File: config.mk
export PLATFORM = sky130hd
export DESIGN_NAME = core_sequencer
export DESIGN_NICKNAME = d
export VERILOG_FILES = /design/src/rtl/core_sequencer.sv
export SDC_FILE = /design/constraint.sdc
export NUM_CORES = 1
export LEC_CHECK = 0
export BUFFER_PORTS_ARGS = -buffer_cell sky130_fd_sc_hd__buf_2
export CORE_MARGIN = 5
export CORE_UTILIZATION = 40
export CTS_BUF_LIST = sky130_fd_sc_hd__clkbuf_16
export CTS_CLUSTER_DIAMETER = 30
export DETAILED_ROUTE_END_ITERATION = 16
export PLACE_DENSITY = 0.71
export SLEW_MARGIN = 20
export SYNTH_ARGS = -nofsm -noshare
export SYNTH_HDL_FRONTEND = slang
export SYNTH_SLANG_ARGS = --single-unit
export TNS_END_PERCENT = 20
File: constraint.sdc
create_clock -name i_clk -period 1.27 [get_ports i_clk]
set_input_delay 0.254 -clock i_clk [delete_from_list [all_inputs] [get_ports i_clk]]
set_output_delay 0.254 -clock i_clk [all_outputs]
set_load 0.01 [all_outputs]
File: src/rtl/core_sequencer.sv
// core_sequencer: multi-cycle control FSM for the 16-bit CR-CPU core.
// Fetches each instruction from the PC's ROM into an internal instruction
// register, then sequences the PC, data RAM and register-file strobes.
// Every strobe is registered and is high for exactly one cycle per instruction.
//
// Optional feature macro: SEQ_HALT_ON_UNDEF_EN
//   defined   - an undefined opcode in DECODE parks the FSM in HALT until reset
//   undefined - undefined opcodes retire as 3-cycle NOPs; o_halted is tied 0
module core_sequencer #(
  parameter int INST_ADDR_WIDTH = 8,
  parameter int DATA_ADDR_WIDTH = 8,
  parameter int CNT_WIDTH       = 16
) (
  input  logic                       i_clk,
  input  logic                       i_rst_n,
  input  logic                       i_run,
  input  logic                       i_step,
  input  logic [15:0]                i_inst,
  input  logic [15:0]                i_alu_data,
  input  logic [15:0]                i_ram_data,
  output logic                       o_pc_inc,
  output logic                       o_pc_load,
  output logic [INST_ADDR_WIDTH-1:0] o_pc_addr,
  output logic [15:0]                o_ir,
  output logic                       o_ram_load,
  output logic [DATA_ADDR_WIDTH-1:0] o_ram_addr,
  output logic [3:0]                 o_reg_load,
  output logic [1:0]                 o_wb_sel,
  output logic                       o_step_ack,
  output logic                       o_halted,
  output logic [CNT_WIDTH-1:0]       o_retired
);

  // Opcodes held in ir[15:12]; 10..15 are undefined.
  localparam logic [3:0] OP_ADD   = 4'd0;
  localparam logic [3:0] OP_SUB   = 4'd1;
  localparam logic [3:0] OP_AND   = 4'd2;
  localparam logic [3:0] OP_OR    = 4'd3;
  localparam logic [3:0] OP_SHIFT = 4'd4;
  localparam logic [3:0] OP_LOAD  = 4'd5;
  localparam logic [3:0] OP_STORE = 4'd6;
  localparam logic [3:0] OP_MOVE  = 4'd7;
  localparam logic [3:0] OP_JUMP  = 4'd8;
  localparam logic [3:0] OP_LOADC = 4'd9;

  // Write-back mux selections.
  localparam logic [1:0] WB_ALU   = 2'b00;
  localparam logic [1:0] WB_RAM   = 2'b01;
  localparam logic [1:0] WB_CONST = 2'b10;

  typedef enum logic [2:0] {
    S_IDLE,
    S_FETCH,
    S_DECODE,
    S_EXEC,
    S_MEM,
    S_WB,
    S_HALT
  } state_t;

  state_t state, state_nx;

  // Fields of the word arriving from ROM (valid during DECODE).
  logic [3:0] dec_op;
  logic [1:0] dec_hi;
  logic [1:0] dec_lo;
  logic [7:0] dec_k;
  assign dec_op = i_inst[15:12];
  assign dec_hi = i_inst[11:10];
  assign dec_lo = i_inst[9:8];
  assign dec_k  = i_inst[7:0];

  // Fields of the latched instruction (valid from EXEC onwards).
  logic [3:0] ir_op;
  logic [1:0] ir_hi;
  assign ir_op = o_ir[15:12];
  assign ir_hi = o_ir[11:10];

  // The sequencer only steers the data path; the data buses themselves are
  // consumed by the write-back mux outside this block.
  logic unused_data;
  assign unused_data = ^{i_alu_data, i_ram_data};

  // Retire happens in EXEC for everything except LOAD, which retires in WB.
  logic retire;
  assign retire = ((state == S_EXEC) && (ir_op != OP_LOAD)) || (state == S_WB);

  // A stepped instruction acknowledges in its retire cycle.
  assign o_step_ack = retire && !i_run;

`ifdef SEQ_HALT_ON_UNDEF_EN
  logic dec_undef;
  assign dec_undef = (dec_op > OP_LOADC);
  assign o_halted  = (state == S_HALT);
`else
  assign o_halted  = 1'b0;
`endif

  function automatic logic [3:0] onehot(input logic [1:0] idx);
    return 4'b0001 << idx;
  endfunction

  // State register.
  // NOTE: sequential state uses non-blocking (<=) so every flop samples the
  // pre-edge values; blocking here would create order-dependent races.
  always_ff @(posedge i_clk or negedge i_rst_n) begin
    if (!i_rst_n) state <= S_IDLE;
    else          state <= state_nx;
  end

  // Next-state logic.
  // NOTE: state_nx gets a default before the case so no path leaves it
  // unassigned, which would otherwise infer a latch.
  always_comb begin
    state_nx = state;
    case (state)
      S_IDLE:   if (i_run || i_step) state_nx = S_FETCH;
      S_FETCH:  state_nx = S_DECODE;
      S_DECODE: begin
        state_nx = S_EXEC;
`ifdef SEQ_HALT_ON_UNDEF_EN
        if (dec_undef) state_nx = S_HALT;
`endif
      end
      S_EXEC: begin
        if (ir_op == OP_LOAD) state_nx = S_MEM;
        else                  state_nx = i_run ? S_FETCH : S_IDLE;
      end
      S_MEM:    state_nx = S_WB;
      S_WB:     state_nx = i_run ? S_FETCH : S_IDLE;
      S_HALT:   state_nx = S_HALT;
      default:  state_nx = S_IDLE;
    endcase
  end

  // Next values of the registered strobes, decided one cycle ahead so they
  // come straight out of flops in EXEC or WB.
  logic                       pc_inc_nx;
  logic                       pc_load_nx;
  logic [INST_ADDR_WIDTH-1:0] pc_addr_nx;
  logic                       ram_load_nx;
  logic [DATA_ADDR_WIDTH-1:0] ram_addr_nx;
  logic [3:0]                 reg_load_nx;
  logic [1:0]                 wb_sel_nx;

  // Strobe decode: DECODE->EXEC uses the ROM word, MEM->WB uses the IR.
  always_comb begin
    pc_inc_nx   = 1'b0;
    pc_load_nx  = 1'b0;
    pc_addr_nx  = o_pc_addr;
    ram_load_nx = 1'b0;
    ram_addr_nx = o_ram_addr;
    reg_load_nx = 4'b0000;
    wb_sel_nx   = WB_ALU;
    if ((state == S_DECODE) && (state_nx == S_EXEC)) begin
      case (dec_op)
        OP_ADD, OP_SUB, OP_AND, OP_OR, OP_SHIFT: begin
          reg_load_nx = onehot(dec_hi);
          pc_inc_nx   = 1'b1;
        end
        OP_MOVE: begin
          reg_load_nx = onehot(dec_lo);
          pc_inc_nx   = 1'b1;
        end
        OP_LOADC: begin
          reg_load_nx = onehot(dec_hi);
          wb_sel_nx   = WB_CONST;
          pc_inc_nx   = 1'b1;
        end
        OP_LOAD: begin
          // Address goes out in EXEC; the register write waits for WB.
          ram_addr_nx = DATA_ADDR_WIDTH'(dec_k);
        end
        OP_STORE: begin
          ram_addr_nx = DATA_ADDR_WIDTH'(dec_k);
          ram_load_nx = 1'b1;
          pc_inc_nx   = 1'b1;
        end
        OP_JUMP: begin
          pc_load_nx = 1'b1;
          pc_addr_nx = INST_ADDR_WIDTH'(dec_k);
        end
        default: begin
          // Undefined opcode retiring as a NOP.
          pc_inc_nx = 1'b1;
        end
      endcase
    end else if (state == S_MEM) begin
      reg_load_nx = onehot(ir_hi);
      wb_sel_nx   = WB_RAM;
      pc_inc_nx   = 1'b1;
    end
  end

  // Strobe and address registers.
  always_ff @(posedge i_clk or negedge i_rst_n) begin
    if (!i_rst_n) begin
      o_pc_inc   <= 1'b0;
      o_pc_load  <= 1'b0;
      o_pc_addr  <= '0;
      o_ram_load <= 1'b0;
      o_ram_addr <= '0;
      o_reg_load <= 4'b0000;
      o_wb_sel   <= WB_ALU;
    end else begin
      o_pc_inc   <= pc_inc_nx;
      o_pc_load  <= pc_load_nx;
      o_pc_addr  <= pc_addr_nx;
      o_ram_load <= ram_load_nx;
      o_ram_addr <= ram_addr_nx;
      o_reg_load <= reg_load_nx;
      o_wb_sel   <= wb_sel_nx;
    end
  end

  // Instruction register: captures the ROM word at the end of DECODE.
  always_ff @(posedge i_clk or negedge i_rst_n) begin
    if (!i_rst_n)               o_ir <= 16'h0000;
    else if (state == S_DECODE) o_ir <= i_inst;
  end

  // Retired-instruction counter; wraps naturally to zero.
  always_ff @(posedge i_clk or negedge i_rst_n) begin
    if (!i_rst_n)    o_retired <= '0;
    else if (retire) o_retired <= o_retired + CNT_WIDTH'(1);
  end

endmodule

### Word-level counts from Yosys, hierarchy flattened

Index checks and enable logic that the tools add are counted.
Widths: inputs -> output; s select.

* equality and inequality tests: 18
* $add $sub $neg: 1
* multiply operators: 0
* bitwise logic cells: 0
* reductions and logical operators: 13
* shift operators: 3
* order comparisons: 0
* mux-type cells: 17
* divide/modulo/power cells: 0

Operators by type and width (number)
* $pmux 3 s7: 1
* $eq 4x3->1 const B: 5
* $add 16x1->16 const B: 1
* $shl 1x2->4 const A: 3
* $eq 3x2->1 const B: 3
* $eq 3x3->1 const B: 3
* $mux 1: 9
* $eq 4x2->1 const B: 2
* $eq 4x4->1 const B: 2
* $mux 4: 2
* $pmux 4 s2: 1
* $mux 3: 2
* $reduce_or 6->1: 1
* $eq 4x1->1 const B: 1
* $logic_not 4->1: 1
* $mux 2: 2
* $ne 4x3->1 const B: 1
* $reduce_and 2->1: 2
* $reduce_or 2->1: 2
* $eq 3x1->1 const B: 1
* $logic_and 1x1->1: 3
* $logic_not 3->1: 1
* $logic_or 1x1->1: 2
* $logic_not 1->1: 1

* bits in writable memories: 0
* output and inout port bits: 59
* bits in latches: 0
* word-level logic and storage cells: 62
* register bits after elaboration: 60
* input port bits: 52
* memories kept: 0
* bits in read-only memories: 0

### Longest topological paths before layout

Gate-level depths: netlist (run 1).

* depth after elaboration: 6
* mapped depth: 6
* depth with buffers taken out: 5

### Least setup slack after synthesis (run 1)

OpenSTA, ideal clock, no wires.

* kind: flip-flop to output port
* start point: reg o_ir[12]
* end point: out o_step_ack
* stages on the path, launching flop included: 5
* arrival time: 1.157 ns
* buffers on the path: 0
* path slack: -0.141 ns
* data required time: 1.016 ns
* cells stage by stage: dfrtp_1 > and4bb_1 > o21ai_2 > nand2_1 > nor2_1

* word-level cells in the longest chain between the ends: 4

RTL lines
* start, declared: RTL line 24 `output logic [15:0] o_ir,`
* start signal, assigned: RTL line 219 `else if (state == S_DECODE) o_ir <= i_inst;`
* $ne 4x3->1: RTL line 86 `assign retire = ((state == S_EXEC) && (ir_op != OP_LOAD)) || (state == S_WB);`
* $logic_and 1x1->1: RTL line 86
* $logic_or 1x1->1: RTL line 86
* $logic_and 1x1->1: RTL line 89 `assign o_step_ack = retire && !i_run;`
* end, declared: RTL line 29 `output logic o_step_ack,`

Every way passes these cells.

### Final worst setup path (run 1)

* start point: reg o_ir[14]
* end point: out o_step_ack

The elaborated chain is that of the path after synthesis.

==> reports/summary.txt, run 1 <==
WL final: 6826 microns
Synth area leaders: dfrtp_1 (55%), nand2_1 (8.6%), mux2_4 (4.4%)
Synth Area in XOR/XNOR: 5.126%
register area: 0.001503 sq mm
unrepaired setup endpoints after global routing: true
Yosys warning count: 0
logic gate share of total power: 40.5%
cell taking the most area after synthesis: dfrtp_1
Peak VDD IR: 0.001392 V
fin. max-slew vios: 0
PnR worst setup slack: -0.3583 ns
post-synth top area share: 54.92%
I/O Pins: 111
reg2reg start: state[2]
final hold vios: 0
max frequency: 614.1 MHz
Clock Latency Late Sink: 0.32 ns
FP Rows: 30
Worst Hold Launch: i_inst[2]
failing checks: setup timing
Pwr per Cell Area: 2247 mW/mm^2
Synth cell types: 48
layout cells sized above 1: 46.61%
Max Cap Violations: 0
initial antenna violation count: 0
core area: 0.006719 sq mm
total congestion overflow: 0
crit path DAT: 1.37 ns
first-pass GRT wire length: 11320 microns
port bufs: 77
global placement routability congestion: 0.8364
min cycle time layout: 1.628 ns
Area growth, synth to finish: 45.08%
pin count of the biggest net entering global routing: 61
switch share: 33.64%
CTS buffer count: 9
vias in the first global route: 2422
H-tree depth: 3
CP Launch Type: flop
status: complete, but fails checks
drt drc: 0
Placement Setup Slack: -0.2472 ns
Mapped Nets: 303
fraction of the mapped netlist area in adder cells: 0.4577%
die width: 92.67 microns
#FFs+latches synth: 60
die height: 92.67 microns
diode count: 0
switching power: 0.002998 W
Clock power frac: 25.6%
Setup Viol. Count Final: 55
CTS max path bufs: 2
CTS clk-pin slew, worst paths: 0.05 ns
CP Cell Sequence: and4bb_2 > o21ai_2 > nand2_2 > nor2_2 > buf_2
most common cell in the synthesized netlist: nand2_1
internal power: 0.005914 W
Tcrit/Tclk final: 128.2%
Pre-antenna DRT Iters: 4
Root Buffer: clkbuf_16
CP max FO: 2
post-route antenna net violation count: 0
Power, Total: 0.008913 W
Finished Layout Cells: 464
Post-DP HPWL: 4712 microns
ys async rst share: 100.0%
Cell Count Post-Placement: 444
Routed wire per std cell: 14.71 microns
cell count after synthesis: 250
Seq/Total Area, Yosys: 54.92%
Clock Sinks: 60
EDFF count, synth: 0
slowest CP cell: dfrtp_1
Synth Area in Compound Gates: 7.002%
largest family of logic cells by synthesized area: simple AND/OR/NAND/NOR gates
Hold WC Path Type: in2reg
critical path endpoint category: output pin
starting DRC count in detailed routing: 75
mapped cell area: 0.002734 sq mm
sequential share of power: 33.8%
Via Count: 2272
multi-input combinational cell area: 0.001207 sq mm
crit path kind: reg2out
Via density: 4.897
mux contribution to synthesized area: 8.101%
fin nets: 433
Filler cells: 583
Static Leak: 2.090 nW
simple-gate portion of the synthesized area: 20.96%
Initial Util: 40.69%
die area: 0.008588 sq mm
gr usage total: 16.84%
predominant post-synthesis flop cell: dfrtp_1
Buf/Inv on CP: 1
CP required: 1.02 ns
Syn Area/Cell: 10.94 sq um
delay of the slowest critical-path stage: 0.37 ns
Commonest cells post-synth: nand2_1 (63), dfrtp_1 (60), xnor2_1 (13)
crit path from: o_ir[14]
crit-path leading delay family: simple AND/OR/NAND/NOR gates
clock skew: 0.005188 ns
CTS tree: built
state kept, by name, indices dropped and copies added, names as in the netlist:
signal / flops
o_ram_load: 1
state: 3
o_ir: 16
o_pc_addr: 8
o_reg_load: 4
o_retired: 16
o_pc_load: 1
o_pc_inc: 1
o_wb_sel: 2
o_ram_addr: 8
area by class of cell:
cell class                      count  area share, %
Sequential cell                    60          37.89
Multi-Input combinational cell    175          30.44
Clock inverter                      6          1.420
Clock buffer                        9          5.678
Tap cell                           80          2.524
Inverter                            5         0.4732
Timing Repair Buffer              129          21.58
metal layers:
| metal | GRT usage [%] | part of all wire [%] |
|---|---|---|
| met5 | 0 | 0 |
| met2 | 28.28 | 49 |
| met1 | 21.03 | 45 |
| met3 | 3.574 | 4.6 |
| met4 | 7.082 | 1.6 |
per-stage QoR:
step	instance area, sq um	utilization (%)	TNS, ns	hold slack, ns
after floorplan	2743	-	-2.732	-0.04159
after global placement	3542	52.72	-6.363	0.2858
after detailed placement	3542	52.72	-7.511	0.2874
after CTS	3934	58.55	-6.050	0.1425
after global routing	3966	59.03	-11.03	0.1606
final	3966	59.03	-8.046	0.1523
tightest hold or removal path: cells and delay by family:
kind,cells,cell delay [ns]
buffers and inverters,1,0.09
AND/OR/NAND/NOR,2,0.09
worst paths after layout:
path                                 endpoint  slack, ns  cells after the start
max in group asynchronous             o_ir[8]       0.52                      3
worst max register to register  o_ram_addr[0]      -0.27                      5
worst min register to register  o_retired[15]       0.46                      1
worst min-delay path                  o_ir[2]       0.15                      3
min in group asynchronous       o_reg_load[1]       0.47                      3
worst max-delay path               o_step_ack      -0.36                      5
power groups by stage:
stage	Combinational [W]	Sequential (W)	Clock, W
6_report	0.00361	0.00302	0.00229
3_3_place_gp	0.00330	0.00298	0
5_1_grt	0.00395	0.00310	0.00245
4_1_cts	0.00358	0.00302	0.00234
3_5_place_dp	0.00341	0.00301	0
2_1_floorplan	0.00148	0.00333	0
kinds of logic after synthesis:
family                   Yosys count
flip-flops                        60
AND/OR/NAND/NOR                  115
multiplexers                      17
other                              1
XOR/XNOR                          16
adder cells (fa/ha/maj)            1
AO/OA/AOI/OAI                     24
buffers and inverters             16
placed cells by master, fill, tap and decap left out, types with 3 or more instances in the layout:
master	instances
buf_2	74
buf_4	40
buf_6	12
clkbuf_16	9
clkinv_2	3
dfrtp_1	59
inv_1	4
mux2_2	8
mux2_4	9
nand2_1	62
nand3_1	6
nand3_4	3
nand4_1	8
nor2_1	9
nor2b_1	4
nor3_1	5
o21ai_0	7
xnor2_1	13
xor2_1	3
timing repair:
item                                    CTS  global route
resized for setup                        17             6
pin swaps                                 6             2
setup buffers                             3             2
endpoints found under the setup margin   59            61
gates cloned                              1             0
hold buffers                              1             0
endpoints found under the hold margin    60             0
Note: power is estimated with default switching activity, not from simulation.
==> run 2: changes to the inputs <==
==> config.mk (replaced) <==
export PLATFORM = sky130hd
export DESIGN_NAME = core_sequencer
export DESIGN_NICKNAME = d
export VERILOG_FILES = /design/src/rtl/core_sequencer.sv
export SDC_FILE = /design/constraint.sdc
export NUM_CORES = 1
export LEC_CHECK = 0
export CORE_MARGIN = 5
export CORE_UTILIZATION = 40
export CTS_BUF_LIST = sky130_fd_sc_hd__clkbuf_16
export CTS_CLUSTER_DIAMETER = 30
export DETAILED_ROUTE_END_ITERATION = 16
export DONT_BUFFER_PORTS = 1
export PLACE_DENSITY = 0.65
export SLEW_MARGIN = 20
export SYNTH_ARGS = -nofsm -noshare
export SYNTH_HDL_FRONTEND = slang
export SYNTH_SLANG_ARGS = --single-unit
export TNS_END_PERCENT = 5
==> reports/summary.txt, run 2 (synthesis gave the netlist of run 1 again) <==
delay of the slowest critical-path stage: 0.38 ns (was 0.37 ns)
Root Buffer: clkbuf_16 (unchanged)
setup TNS: -7.858 ns (was -8.046 ns)
CP Cell Sequence: and4bb_2 > o21ai_4 > nand2_2 > nor2_4 (was and4bb_2 > o21ai_2 > nand2_2 > nor2_2 > buf_2)
Pwr per Cell Area: 2405 mW/mm^2 (was 2247 mW/mm^2)
CP required: 1.02 ns (about the same)
I/O Pins: 111 (unchanged)
die height: 92.67 microns (unchanged)
total congestion overflow: 0 (unchanged)
vias in the first global route: 2047 (was 2422)
Clock Latency Late Sink: 0.32 ns (about the same)
drt drc: 0 (unchanged)
gr usage total: 15.75% (was 16.84%)
Hold WC Path Type: in2async (was in2reg)
CTS clk-pin slew, worst paths: 0.06 ns (was 0.05 ns)
H-tree depth: 3 (unchanged)
crit path DAT: 1.30 ns (was 1.37 ns)
crit-path leading delay family: simple AND/OR/NAND/NOR gates (unchanged)
Power, Total: 0.008465 W (was 0.008913 W)
Setup Viol. Count Final: 54 (was 55)
fin. max-slew vios: 0 (unchanged)
Final Util: 52.38% (was 59.03%)
clock skew: 0.008703 ns (was 0.005188 ns)
Tcrit/Tclk final: 122.7% (was 128.2%)
CP max FO: 2 (unchanged)
CTS buffer count: 9 (unchanged)
port bufs: 0 (was 77)
layout cells sized above 1: 32.89% (was 46.61%)
final hold vios: 60 (was 0)
FP Rows: 30 (unchanged)
max frequency: 641.7 MHz (was 614.1 MHz)
Initial Util: 40.69% (unchanged)
unrepaired setup endpoints after global routing: true (unchanged)
Area growth, synth to finish: 28.74% (was 45.08%)
fin nets: 349 (was 433)
critical path endpoint category: output pin (unchanged)
global placement routability congestion: 0.7949 (was 0.8364)
Via density: 5.184 (was 4.897)
hold bufs inserted after CTS: 1 (unchanged)
diode count: 0 (unchanged)
slowest CP cell: dfrtp_1 (unchanged)
WL final: 6335 microns (was 6826 microns)
CTS tree: built (unchanged)
pin count of the biggest net entering global routing: 61 (unchanged)
initial antenna violation count: 0 (unchanged)
CTS max path bufs: 2 (unchanged)
core area: 0.006719 sq mm (unchanged)
reg2reg path depth: 5 (unchanged)
Static Leak: 1.693 nW (was 2.090 nW)
Clock Sinks: 60 (unchanged)
Buf/Inv on CP: 0 (was 1)
die width: 92.67 microns (unchanged)
status: complete, but fails checks (unchanged)
Pre-antenna DRT Iters: 4 (unchanged)
CP Launch Type: flop (unchanged)
min cycle time layout: 1.558 ns (was 1.628 ns)
Via Count: 1975 (was 2272)
PnR worst setup slack: -0.2884 ns (was -0.3583 ns)
hold slack: -0.3716 ns (was 0.1523 ns)
highest-count cells in the layout ignoring fill and taps: nand2_1 (59), dfrtp_1 (58), buf_4 (37) (was buf_2 (74), nand2_1 (62), dfrtp_1 (59))
Routed wire per std cell: 16.63 microns (was 14.71 microns)
die area: 0.008588 sq mm (unchanged)
starting DRC count in detailed routing: 48 (was 75)
Post-DP HPWL: 4352 microns (was 4712 microns)
commonest non-fill, non-tap cell in the layout: nand2_1 (was buf_2)
Peak VDD IR: 0.001303 V (was 0.001392 V)
failing checks: hold timing, setup timing (was setup timing)
stages on the worst setup path: 4 (was 5)
crit path kind: reg2out (unchanged)
Max Cap Violations: 0 (unchanged)
post-route antenna net violation count: 0 (unchanged)
Largest regs: o_ir: 16 flops, o_retired: 16 flops (unchanged)
first-pass GRT wire length: 10390 microns (was 11320 microns)
-- run 2: cell types whose count changed in the layout (fill, tap and decap cells not counted), sizes merged --
cell / delta
clkinv: +1
buf: -84
-- run 2: layout make-up --
class                   instances  area, sq um
multi-input cells             175         1219
fillers                       593         3199
inverters                       5        18.77
clock inverters                 7        77.57
clock buffers                   9        225.2
repair buffers                 45        375.4
flip-flops and latches         60         1504
well taps                      80        100.1
-- run 2: worst register-to-register path, stage by stage, from the launching register on --
cell	delay (ns)
dfrtp_1	0.38
buf_6	0.12
nor3b_4	0.18
buf_6	0.17
nand3_4	0.20
mux2_4	0.36
-- run 2: report_power, final --
part | leakage, nW | switching [W] | internal, W
logic | 0.776 | 0.00125 | 0.00149
clock network | 0.146 | 0.000873 | 0.00153
registers | 0.772 | 0.000738 | 0.00258
-- run 2: path summary, 6_finish.rpt --
| path | startpoint | to | slack, ns |
|---|---|---|---|
| hold reg to reg | o_ir[8] | o_ir[8] | 0.53 |
| setup / recovery | o_ir[14] | o_step_ack | -0.29 |
| hold / removal | i_rst_n | o_ir[3] | -0.37 |
| setup reg to reg | state[1] | o_ram_addr[5] | -0.25 |
| min in group i_clk | i_inst[3] | o_ir[3] | 0.03 |
| max in group asynchronous | i_rst_n | o_reg_load[2] | 1.53 |
-- run 2: per-layer routing --
layer	GRT usage [%]	wire, microns	vias to the layer above
met1	18.55	2593	956
met5	0	0	-
li1	-	-	948
met3	7.961	626	6
met2	24.83	3028	65
met4	5.495	87	0
-- run 2: timing repair --
item | 4_1_cts | 5_1_grt
resized for setup | 15 | 7
endpoints found under the hold margin | 61 | 60
gates cloned | 1 | 0
endpoints found under the setup margin | 56 | 58
pin swaps | 7 | 10
setup buffers | 4 | 2
-- run 2: metrics by stage --
stage	cell area, sq um	setup WS [ns]	hold WS, ns	instances
6_report	3520	-0.2884	-0.3716	381
5_1_grt	3520	-0.3599	-0.3881	381
4_1_cts	3473	-0.3318	-0.3849	379
3_5_place_dp	3053	-0.2873	-0.03916	357
3_3_place_gp	3053	-0.2684	-0.03929	357
2_1_floorplan	2739	-0.1269	-0.04159	250
